**src/rtl/divider_pkg.sv**
```systemverilog
// Shared arithmetic-unit definitions: control states and operand width.
package divider_pkg;

   localparam int unsigned OP_WIDTH = 32;

   typedef enum logic [1:0] {
      INIT = 2'b00,
      CAL  = 2'b01,
      DONE = 2'b10
   } state_e;

   // Iteration counter width; one spare bit so the count can reach WIDTH.
   function automatic int unsigned cnt_width(input int unsigned w);
      return $clog2(w) + 1;
   endfunction

endpackage

```
**src/rtl/cla32.sv**
```systemverilog
// Carry-lookahead adder built from 4-bit lookahead groups.
module cla32
   import divider_pkg::*;
#(
   parameter int unsigned W = OP_WIDTH
) (
   input  logic [W-1:0] a_i,
   input  logic [W-1:0] b_i,
   input  logic         ci_i,
   output logic [W-1:0] sum_c_o,
   output logic         co_c_o
);

   localparam int unsigned GROUPS = W / 4;

   logic [W-1:0] g;
   logic [W-1:0] p;

   assign g = a_i & b_i;
   assign p = a_i ^ b_i;

   // Intra-group ripple, inter-group lookahead carry.
   always_comb begin
      logic [W:0] c;
      c    = '0;
      c[0] = ci_i;
      for (int k = 0; k < int'(GROUPS); k++) begin
         for (int j = 0; j < 3; j++) begin
            c[4*k+j+1] = g[4*k+j] | (p[4*k+j] & c[4*k+j]);
         end
         c[4*k+4] = g[4*k+3]
                  | (p[4*k+3] & g[4*k+2])
                  | (p[4*k+3] & p[4*k+2] & g[4*k+1])
                  | (p[4*k+3] & p[4*k+2] & p[4*k+1] & g[4*k])
                  | (p[4*k+3] & p[4*k+2] & p[4*k+1] & p[4*k] & c[4*k]);
      end
      sum_c_o = p ^ c[W-1:0];
      co_c_o  = c[W];
   end

endmodule

```
**src/rtl/divider_ns.sv**
```systemverilog
// Next-state logic for the divider control FSM.
module divider_ns
   import divider_pkg::*;
#(
   parameter int unsigned CNT_W = 6,
   parameter int unsigned LAST  = 31
) (
   input  state_e           state_i,
   input  logic [CNT_W-1:0] cnt_i,
   input  logic             op_start_i,
   input  logic             op_clear_i,
   output state_e           state_c_o
);

   // Clear dominates every state; start only leaves INIT.
   always_comb begin
      state_c_o = state_i;
      if (op_clear_i) begin
         state_c_o = INIT;
      end else begin
         case (state_i)
            INIT:    if (op_start_i) state_c_o = CAL;
            CAL:     if (cnt_i == CNT_W'(LAST)) state_c_o = DONE;
            DONE:    state_c_o = DONE;
            default: state_c_o = INIT;
         endcase
      end
   end

endmodule

```
**src/rtl/divider.sv**
```systemverilog
// Sequential radix-2 non-restoring divider, {remainder, quotient} after WIDTH cycles.
module divider
   import divider_pkg::*;
#(
   parameter int unsigned WIDTH  = OP_WIDTH,
   parameter bit          SIGNED = 1'b1
) (
   input  logic                 clk,
   input  logic                 reset_n,
   input  logic [WIDTH-1:0]     dividend,
   input  logic [WIDTH-1:0]     divisor,
   input  logic                 op_start,
   input  logic                 op_clear,
   output logic                 op_done,
   output logic [2*WIDTH-1:0]   result,
   output logic                 div_by_zero
);

   localparam int unsigned CNT_W = cnt_width(WIDTH);
   localparam int unsigned LAST  = WIDTH - 1;

   state_e               state_q, state_d;
   logic [CNT_W-1:0]     cnt_q;
   logic [WIDTH:0]       p_q;
   logic [WIDTH-1:0]     q_q;
   logic [WIDTH-1:0]     dvs_q;
   logic [WIDTH-1:0]     dvd_q;
   logic                 neg_quo_q;
   logic                 neg_rem_q;
   logic                 zero_q;
   logic [2*WIDTH-1:0]   result_q;
   logic                 done_q;
   logic                 dbz_q;

   logic                 dvd_neg, dvs_neg;
   logic [WIDTH-1:0]     dvd_abs, dvs_abs;
   logic [WIDTH:0]       shifted, addend, p_step;
   logic [WIDTH-1:0]     step_sum, q_step;
   logic                 step_sub, step_co;
   logic [WIDTH-1:0]     rem_mag, quo_fin, rem_fin;

   divider_ns #(
      .CNT_W (CNT_W),
      .LAST  (LAST)
   ) u_ns (
      .state_i    (state_q),
      .cnt_i      (cnt_q),
      .op_start_i (op_start),
      .op_clear_i (op_clear),
      .state_c_o  (state_d)
   );

   // Operand signs and magnitudes captured on the start edge.
   assign dvd_neg = SIGNED & dividend[WIDTH-1];
   assign dvs_neg = SIGNED & divisor[WIDTH-1];
   assign dvd_abs = dvd_neg ? WIDTH'(-dividend) : dividend;
   assign dvs_abs = dvs_neg ? WIDTH'(-divisor) : divisor;

   // One non-restoring step: subtract when P is non-negative, add otherwise.
   assign shifted  = {p_q[WIDTH-1:0], q_q[WIDTH-1]};
   assign step_sub = ~p_q[WIDTH];
   assign addend   = step_sub ? ~{1'b0, dvs_q} : {1'b0, dvs_q};

   cla32 #(
      .W (WIDTH)
   ) u_step (
      .a_i     (shifted[WIDTH-1:0]),
      .b_i     (addend[WIDTH-1:0]),
      .ci_i    (step_sub),
      .sum_c_o (step_sum),
      .co_c_o  (step_co)
   );

   assign p_step = {shifted[WIDTH] ^ addend[WIDTH] ^ step_co, step_sum};
   assign q_step = {q_q[WIDTH-2:0], ~p_step[WIDTH]};

   // Final remainder correction and sign fix-up, with divide-by-zero override.
   always_comb begin
      rem_mag = p_step[WIDTH] ? WIDTH'(p_step[WIDTH-1:0] + dvs_q) : p_step[WIDTH-1:0];
      quo_fin = neg_quo_q ? WIDTH'(-q_step) : q_step;
      rem_fin = neg_rem_q ? WIDTH'(-rem_mag) : rem_mag;
      if (zero_q) begin
         quo_fin = '1;
         rem_fin = dvd_q;
      end
   end

   // Control state, iteration datapath and registered outputs.
   always_ff @(posedge clk or negedge reset_n) begin
      if (!reset_n) begin
         state_q   <= INIT;
         cnt_q     <= '0;
         p_q       <= '0;
         q_q       <= '0;
         dvs_q     <= '0;
         dvd_q     <= '0;
         neg_quo_q <= 1'b0;
         neg_rem_q <= 1'b0;
         zero_q    <= 1'b0;
         result_q  <= '0;
         done_q    <= 1'b0;
         dbz_q     <= 1'b0;
      end else begin
         state_q <= state_d;
         if (op_clear) begin
            cnt_q    <= '0;
            result_q <= '0;
            done_q   <= 1'b0;
            dbz_q    <= 1'b0;
         end else begin
            case (state_q)
               INIT: begin
                  if (op_start) begin
                     neg_quo_q <= dvd_neg ^ dvs_neg;
                     neg_rem_q <= dvd_neg;
                     dvs_q     <= dvs_abs;
                     dvd_q     <= dividend;
                     zero_q    <= (divisor == '0);
                     p_q       <= '0;
                     q_q       <= dvd_abs;
                     cnt_q     <= '0;
                  end
               end
               CAL: begin
                  p_q   <= p_step;
                  q_q   <= q_step;
                  cnt_q <= cnt_q + CNT_W'(1);
                  if (state_d == DONE) begin
                     result_q <= {rem_fin, quo_fin};
                     dbz_q    <= zero_q;
                     done_q   <= 1'b1;
                  end
               end
               default: ;
            endcase
         end
      end
   end

   assign op_done     = done_q;
   assign result      = result_q;
   assign div_by_zero = dbz_q;

endmodule

```
**config.mk**
```make
export PLATFORM = sky130hd
export DESIGN_NAME = divider
export DESIGN_NICKNAME = d
export VERILOG_FILES = /design/src/rtl/divider_pkg.sv /design/src/rtl/cla32.sv /design/src/rtl/divider_ns.sv /design/src/rtl/divider.sv
export SDC_FILE = /design/constraint.sdc
export NUM_CORES = 1
export LEC_CHECK = 0
export BUFFER_PORTS_ARGS = -buffer_cell sky130_fd_sc_hd__buf_2
export CAP_MARGIN = 20
export CORE_MARGIN = 4
export CORE_UTILIZATION = 37
export DETAILED_ROUTE_END_ITERATION = 10
export MAX_ROUTING_LAYER = met4
export PLACE_DENSITY = 0.59
export SLEW_MARGIN = 20
export SYNTH_ARGS = -nofsm -noshare
export SYNTH_HDL_FRONTEND = slang
export SYNTH_HIERARCHICAL = 1
export SYNTH_SLANG_ARGS = --single-unit
export TNS_END_PERCENT = 30
```
**constraint.sdc**
```tcl
create_clock -name clk -period 9 [get_ports clk]
set_input_delay 1.35 -clock clk [delete_from_list [all_inputs] [get_ports clk]]
set_output_delay 1.35 -clock clk [all_outputs]
set_load 0.05 [all_outputs]
```
==> results.cfg, run 1 <==
[cts]
cts.sinks = 205
insertion_delay_ns = 0.56
root_buffer = clkbuf_16
cts_hold_repair.buffers = 0
clkTransAtPathRegs_ns = 0.06
post_cts_resized = 0
cts_buffers = 25
h-tree-depth = 1
clk_path_buf_depth = 3
post-cts-setup-buffers = 0
cts_tree = yes

[global_route]
grt_overflow = 0
grt_usage_pct = 19.53
grt_pass1_vias = 12310
grt_pass1_wl_mm = 67.92
antenna_found_initial = 0
grt_max_degree = 98

[min_path]
hold_path_depth = 2
hold_path.class = reg -> reg

[synth]
ys_seq_area_share_pct = 34.88
synth_compound_area_share_pct = 21.90
ys_ff_latch = 205
synth.area.mux_share_pct = 3.624
synth_top_area_share_pct = 34.88
synth.area.top_cells = dfrtp_1 35%, o21ai_0 6.0%, ha_1 5.8%
synth_top_family_by_area = compound AO/OA/AOI/OAI gates
avgSynthCellArea_um2 = 8.775
synth_warnings = 6
synthesis.nets = 1837
synth_edf_count = 0
synth_cells = 1676
synth_xor_area_share_pct = 10.23
synth-async-reset-ratio_pct = 100.0
ys_types = 83
synth_area_leader_cell = dfrtp_1
yosys.area_share.simple_pct = 16.60
synth_top_flop_cell = dfrtp_1
syn-cell-area_um2 = 14710
synth_fa_ha_area_share_pct = 9.188

[floorplanning]
row_count = 72
die_x_um = 207.4
io_pins = 134
die_h_um = 207.4
coreArea_um2 = 39010
start_util_pct = 37.70
dieArea_um2 = 43000

[place]
portBuffers = 133
gp_congestion = 0.8927
dpl_cell_area_um2 = 15820
dp_hpwl_mm = 31.54
pre_cts_ws_ns = 1.435

[cells_and_area]
multi_input_area_um2 = 9091
layout-drive-gt1-share_pct = 14.12
post-route-cell-area_um2 = 16640
diodes = 0
areaGrowthSynthToFinish_pct = 13.13
seq_area_um2 = 5131
fill_cells = 3864
nets = 1919

[job]
cap_viol_max_count = 0

[route]
firstDrtPassIters = 5
routed_wl_mm = 41.72
drcViolationCount = 0
ant_nets = 0
first_iter_violations = 752
num_vias = 12690
via_per_inst = 5.531
wl_per_cell_um = 18.18

[worst_setup_path]
crit_fanout = 35
crit_type = reg -> reg
start_kind = flop
crit_required_ns = 9.46
arrival_ns = 8.07
worst_setup_path_end_kind = flop
reg2reg_depth = 23

[timing]
min_period_ns = 7.616
fin_crit_sh_pct = 84.62
slew_violations = 0
rsz0062_at_grt = no
whs_ns = 0.4691
skew_ns = 0.02325
hold_viol_final = 0
fin_ws_ns = 1.384
relSlewSlack_pct = 32.93
fin_tns_setup_ns = 0
setup_violations = 0
fmax_ghz = 0.1313
worstMarginPinSlew_ns = 0.9975

[run_status]
status = finished, final reports clean
-- metrics by stage --
step | std cells | utilization (%)
6_report | 2295 | 42.65
5_1_grt | 2295 | 42.65
4_1_cts | 2295 | 42.65
3_5_place_dp | 2249 | 40.55
3_3_place_gp | 2249 | 40.55
2_1_floorplan | 1676 | -
-- final timing paths --
| check | startpoint | to | slack (ns) |
|---|---|---|---|
| max reg2reg | p_q[32]$_DFFE_PN0P_ | result[62]$_DFFE_PN0P_ | 1.38 |
| min | result[31]$_DFFE_PN0P_ | result[31]$_DFFE_PN0P_ | 0.47 |
| min reg2reg | result[31]$_DFFE_PN0P_ | result[31]$_DFFE_PN0P_ | 0.47 |
| max in group asynchronous | reset_n | p_q[26]$_DFFE_PN0P_ | 6.83 |
| max | p_q[32]$_DFFE_PN0P_ | result[62]$_DFFE_PN0P_ | 1.38 |
| min in group asynchronous | reset_n | result[30]$_DFFE_PN0P_ | 0.83 |
-- routing by layer --
layer / up-vias / wire length (µm) / GRT usage, %
met4: 0 / 1532 / 5.791
met3: 63 / 2466 / 2.841
li1: 6195 / - / -
met2: 356 / 17580 / 28.73
met1: 6080 / 20150 / 28.06
met5: - / 0 / -
-- synth_stat cells (all sizes together), types with 25 or more instances --
master  count
o21ai     176
ha         68
inv        44
nor3       26
xnor2      98
clkbuf     72
nor2      124
xor2       73
fa         25
mux2       34
nand2     204
nand3      26
a22o       38
a21oi     124
dfrtp     205
o31ai      37
-- cell families after synthesis --
logic type | after synthesis
adder cells (fa/ha/maj) | 93
flip-flops | 205
multiplexers | 49
buffers and inverters | 137
XOR/XNOR | 171
AND/OR/NAND/NOR | 510
AO/OA/AOI/OAI | 511
-- critical path: stages, from the launching register on --
cell and delay (ns):
dfrtp_2 1.01, xnor2_1 0.22, ha_1 0.32, a21oi_1 0.15, nor2_1 0.07, nor3_1 0.23
o21ai_0 0.19, a21o_1 0.23, fa_1 0.40, fa_1 0.40, fa_1 0.38, xor2_1 0.34
ha_1 0.44, nand4_1 0.21, nor4_1 0.39, a211oi_1 0.18, a211oi_1 0.55, o21ai_0 0.17
a2111oi_0 0.72, nor2_1 0.24, o211ai_1 0.20, o21ai_0 0.15, xor2_1 0.17, o21ai_0 0.15
-- final cells by class --
cell class | instances | share of cell area, %
Sequential cell | 205 | 30.84
Clock inverter | 13 | 0.8573
Timing Repair Buffer | 147 | 4.685
Clock buffer | 33 | 4.061
Inverter | 45 | 1.015
Tap cell | 518 | 3.896
Multi-Input combinational cell | 1334 | 54.64
-- flip-flops by register name (all words and copies together), names as in the netlist, 2 cells and up --
register  flops
p_q          33
state_q       2
result       64
q_q          32
dvs_q        32
cnt_q         6
dvd_q        32
-- cell usage in the layout, fill, tap and decap left out, types with 7 or more instances in the layout --
master     netlist  final
a211oi_1        15     15
a21o_1          17     17
a21oi_1        122    121
a22o_1          38     38
a22oi_1         18     18
a31oi_1          7      7
and3_1           8      8
buf_2            3    132
buf_4            2     14
clkbuf_16        0     25
dfrtp_1        205    204
fa_1            25     25
ha_1            68     68
inv_1           43     43
mux2_2          34     34
mux2i_1         15     15
nand2_1        204    204
nand2b_1        11     11
nand3_1         26     26
nand4_1         17     17
nor2_1         124    123
nor2b_1         12     11
nor3_1          25     25
nor4_1          10     10
o21ai_0        175    175
o31ai_1         37     37
o41ai_1         16     16
or3_1           18     17
or4_1           18     18
xnor2_1         97     97
xor2_1          73     73
Power of run 1 is not shown: default switching activity piles up to over one toggle a cycle in this logic, so the estimate is an artifact.
==> run 2: changes to the inputs <==
- ABC_AREA: default -> 1
- PLACE_DENSITY: 0.59 -> 0.61
- clock period: 9 -> 6.3 ns (I/O delays scaled with it)
==> run 2 against run 1 <==
Compared with the run above: synthesized cell count is 36% higher; worst setup slack worse by 0.90 ns; flip-flop and latch count did not move; synthesized area is 7.6% higher; non-clock buffer count is 1 higher; critical path depth rose by 13; final area increased by 8.1%; via count increased by 20%; register-to-register slack worse by 0.90 ns; core utilization about the same; highest routed layer unchanged; die area grew 7.3%.
==> results.cfg, run 2 <==
[worst_setup_path]
crit_required_ns = 6.74
cpMaxStageDelayCell = dfrtp_4
crit_type = reg -> reg
critPathMaxStageDelay_ns = 0.62
arrival_ns = 6.26
start_kind = flop
crit_path_frequent_cell = nand2_1
crit_fanout = 19
worst_setup_path_end_kind = flop

[synth]
synth.area.top_cells = dfrtp_1 32%, nand2_1 16%, inv_1 7.3%
synth_top_area_share_pct = 32.43
yosysMostFrequentCell = nand2_1
synthesis.nets = 2434
synth_edf_count = 0
ys_types = 51
avgSynthCellArea_um2 = 6.960
synth_top_flop_cell = dfrtp_1
synth_cells = 2273
ys_seq_area_share_pct = 32.43
synth-async-reset-ratio_pct = 100.0
synth_warnings = 6
yosys-top-cells-count = 661 x nand2_1, 307 x inv_1, 205 x dfrtp_1
ys_ff_latch = 205
synth_area_leader_cell = dfrtp_1
syn-cell-area_um2 = 15820

[cts]
cts_tree = yes
clkTransAtPathRegs_ns = 0.06
cts_buffers = 26
cts.sinks = 205
h-tree-depth = 1
insertion_delay_ns = 0.57
clk_path_buf_depth = 3
root_buffer = clkbuf_16
cts_hold_repair.buffers = 0

[timing]
relSlewSlack_pct = 30.43
fin_ws_ns = 0.4876
fmax_ghz = 0.1720
rsz0062_at_grt = no
setup_violations = 0
worstMarginPinSlew_ns = 1.044
fin_tns_setup_ns = 0
slew_violations = 0
fin_crit_sh_pct = 92.26
hold_viol_final = 0
min_period_ns = 5.812
skew_ns = 0.02799

[place]
dp_hpwl_mm = 38.59
gp_congestion = 0.9596
portBuffers = 133
dpl_cell_area_um2 = 17020
dp_cells = 2886
pre_cts_ws_ns = 0.4899

[cells_and_area]
layout_commonest_cell = nand2_1
largest_register_ffs = 64
layout-drive-gt1-share_pct = 11.32
post-route-cell-area_um2 = 17990
mostFrequentLayoutCells = 661 x nand2_1, 306 x inv_1, 204 x dfrtp_1, 170 x o21ai_0, 162 x nand3_1
layout.cells.non_filler = 2935
nets = 2536
areaGrowthSynthToFinish_pct = 13.70

[floorplanning]
dieArea_um2 = 46130
io_pins = 134
coreArea_um2 = 42130
die_x_um = 214.8
start_util_pct = 37.55
die_h_um = 214.8
row_count = 75

[min_path]
hold_path.class = in -> async

[global_route]
grt_overflow = 0
grt_usage_pct = 21.97
grt_pass1_vias = 14660
grt_max_degree = 148
antenna_found_initial = 1
grt_pass1_wl_mm = 80.23

[job]
cap_viol_max_count = 0

[route]
first_iter_violations = 1046
wl_per_cell_um = 17.25
drcViolationCount = 0
ant_nets = 0
routed_wl_mm = 50.63
firstDrtPassIters = 5
num_vias = 15250
via_per_inst = 5.195

[run_status]
status = finished, final reports clean
==> run 2: cell types whose count changed in the layout (fill, tap and decap cells not counted), moves of 20 or more <==
cell,previous run,this run
nand2_1,204,661
nor2_1,123,158
inv_1,43,306
mux2_2,34,0
a21oi_1,121,95
o211ai_1,6,33
o31ai_1,37,7
xnor2_1,97,49
a22o_1,38,18
nand3_1,26,162
nand2_2,0,26
==> run 2: per-stage QoR <==
| stage | utilization, % | hold WS (ns) |
|---|---|---|
| after floorplan | - | 0.4436 |
| after global placement | 40.39 | 0.4596 |
| after detailed placement | 40.39 | 0.4610 |
| after CTS | 42.68 | 0.3618 |
| after global routing | 42.69 | 0.3771 |
| final | 42.69 | 0.3510 |
==> run 2: layout make-up <==
type,instances,area [µm²]
Antenna cell,1,2.502
Clock buffer,32,723.2
Clock inverter,16,241.5
Fill cell,4364,24150
Inverter,313,1180
Multi-Input combinational cell,1681,9233
Sequential cell,205,5134
Tap cell,539,674.4
Timing Repair Buffer,148,799.5
==> run 2: metal layers <==
layer  GRT usage, %  routed length, µm
met5              -                  0
met2          34.80              23140
met3          2.415               2211
met4          6.159               1551
met1          30.05              23730
==> run 2: repair_timing <==
| action | CTS | global route |
|---|---|---|
| buffers inserted | 0 | 0 |
| endpoints found under the setup margin | 0 | 3 |
| gates resized for setup | 0 | 1 |
==> run 2: worst max-delay path: cells and delay by family, from the launching register on <==
kind,cells,cell delay (ns)
flops,1,0.62
simple gates,29,2.73
fa+ha+maj,5,1.95
xor+xnor,2,0.38
==> run 2: cell families (layout without fill, tap and decap cells) <==
kind of cell	Yosys count	in the layout	synth area share, %
other cells	0	1	0
buf+inv	387	509	9.467
flops	205	205	32.43
xor+xnor	103	103	5.702
fa+ha+maj	93	93	8.542
compound gates	368	368	13.49
simple gates	1117	1117	30.37
==> run 2: worst paths after layout <==
check	startpoint	end	slack [ns]	depth (start not counted)
setup / recovery	p_q[32]$_DFFE_PN0P_	result[63]$_DFFE_PN0P_	0.49	36
hold / removal	reset_n	dvs_q[3]$_DFFE_PN0P_	0.35	1
setup reg to reg	p_q[32]$_DFFE_PN0P_	result[63]$_DFFE_PN0P_	0.49	36
hold reg to reg	dvd_q[11]$_DFFE_PN0P_	dvd_q[11]$_DFFE_PN0P_	0.48	2
max in group asynchronous	reset_n	q_q[26]$_DFFE_PN0P_	4.59	2
min in group clk	dvd_q[11]$_DFFE_PN0P_	dvd_q[11]$_DFFE_PN0P_	0.48	2
Power of run 2 is left out for the same reason.
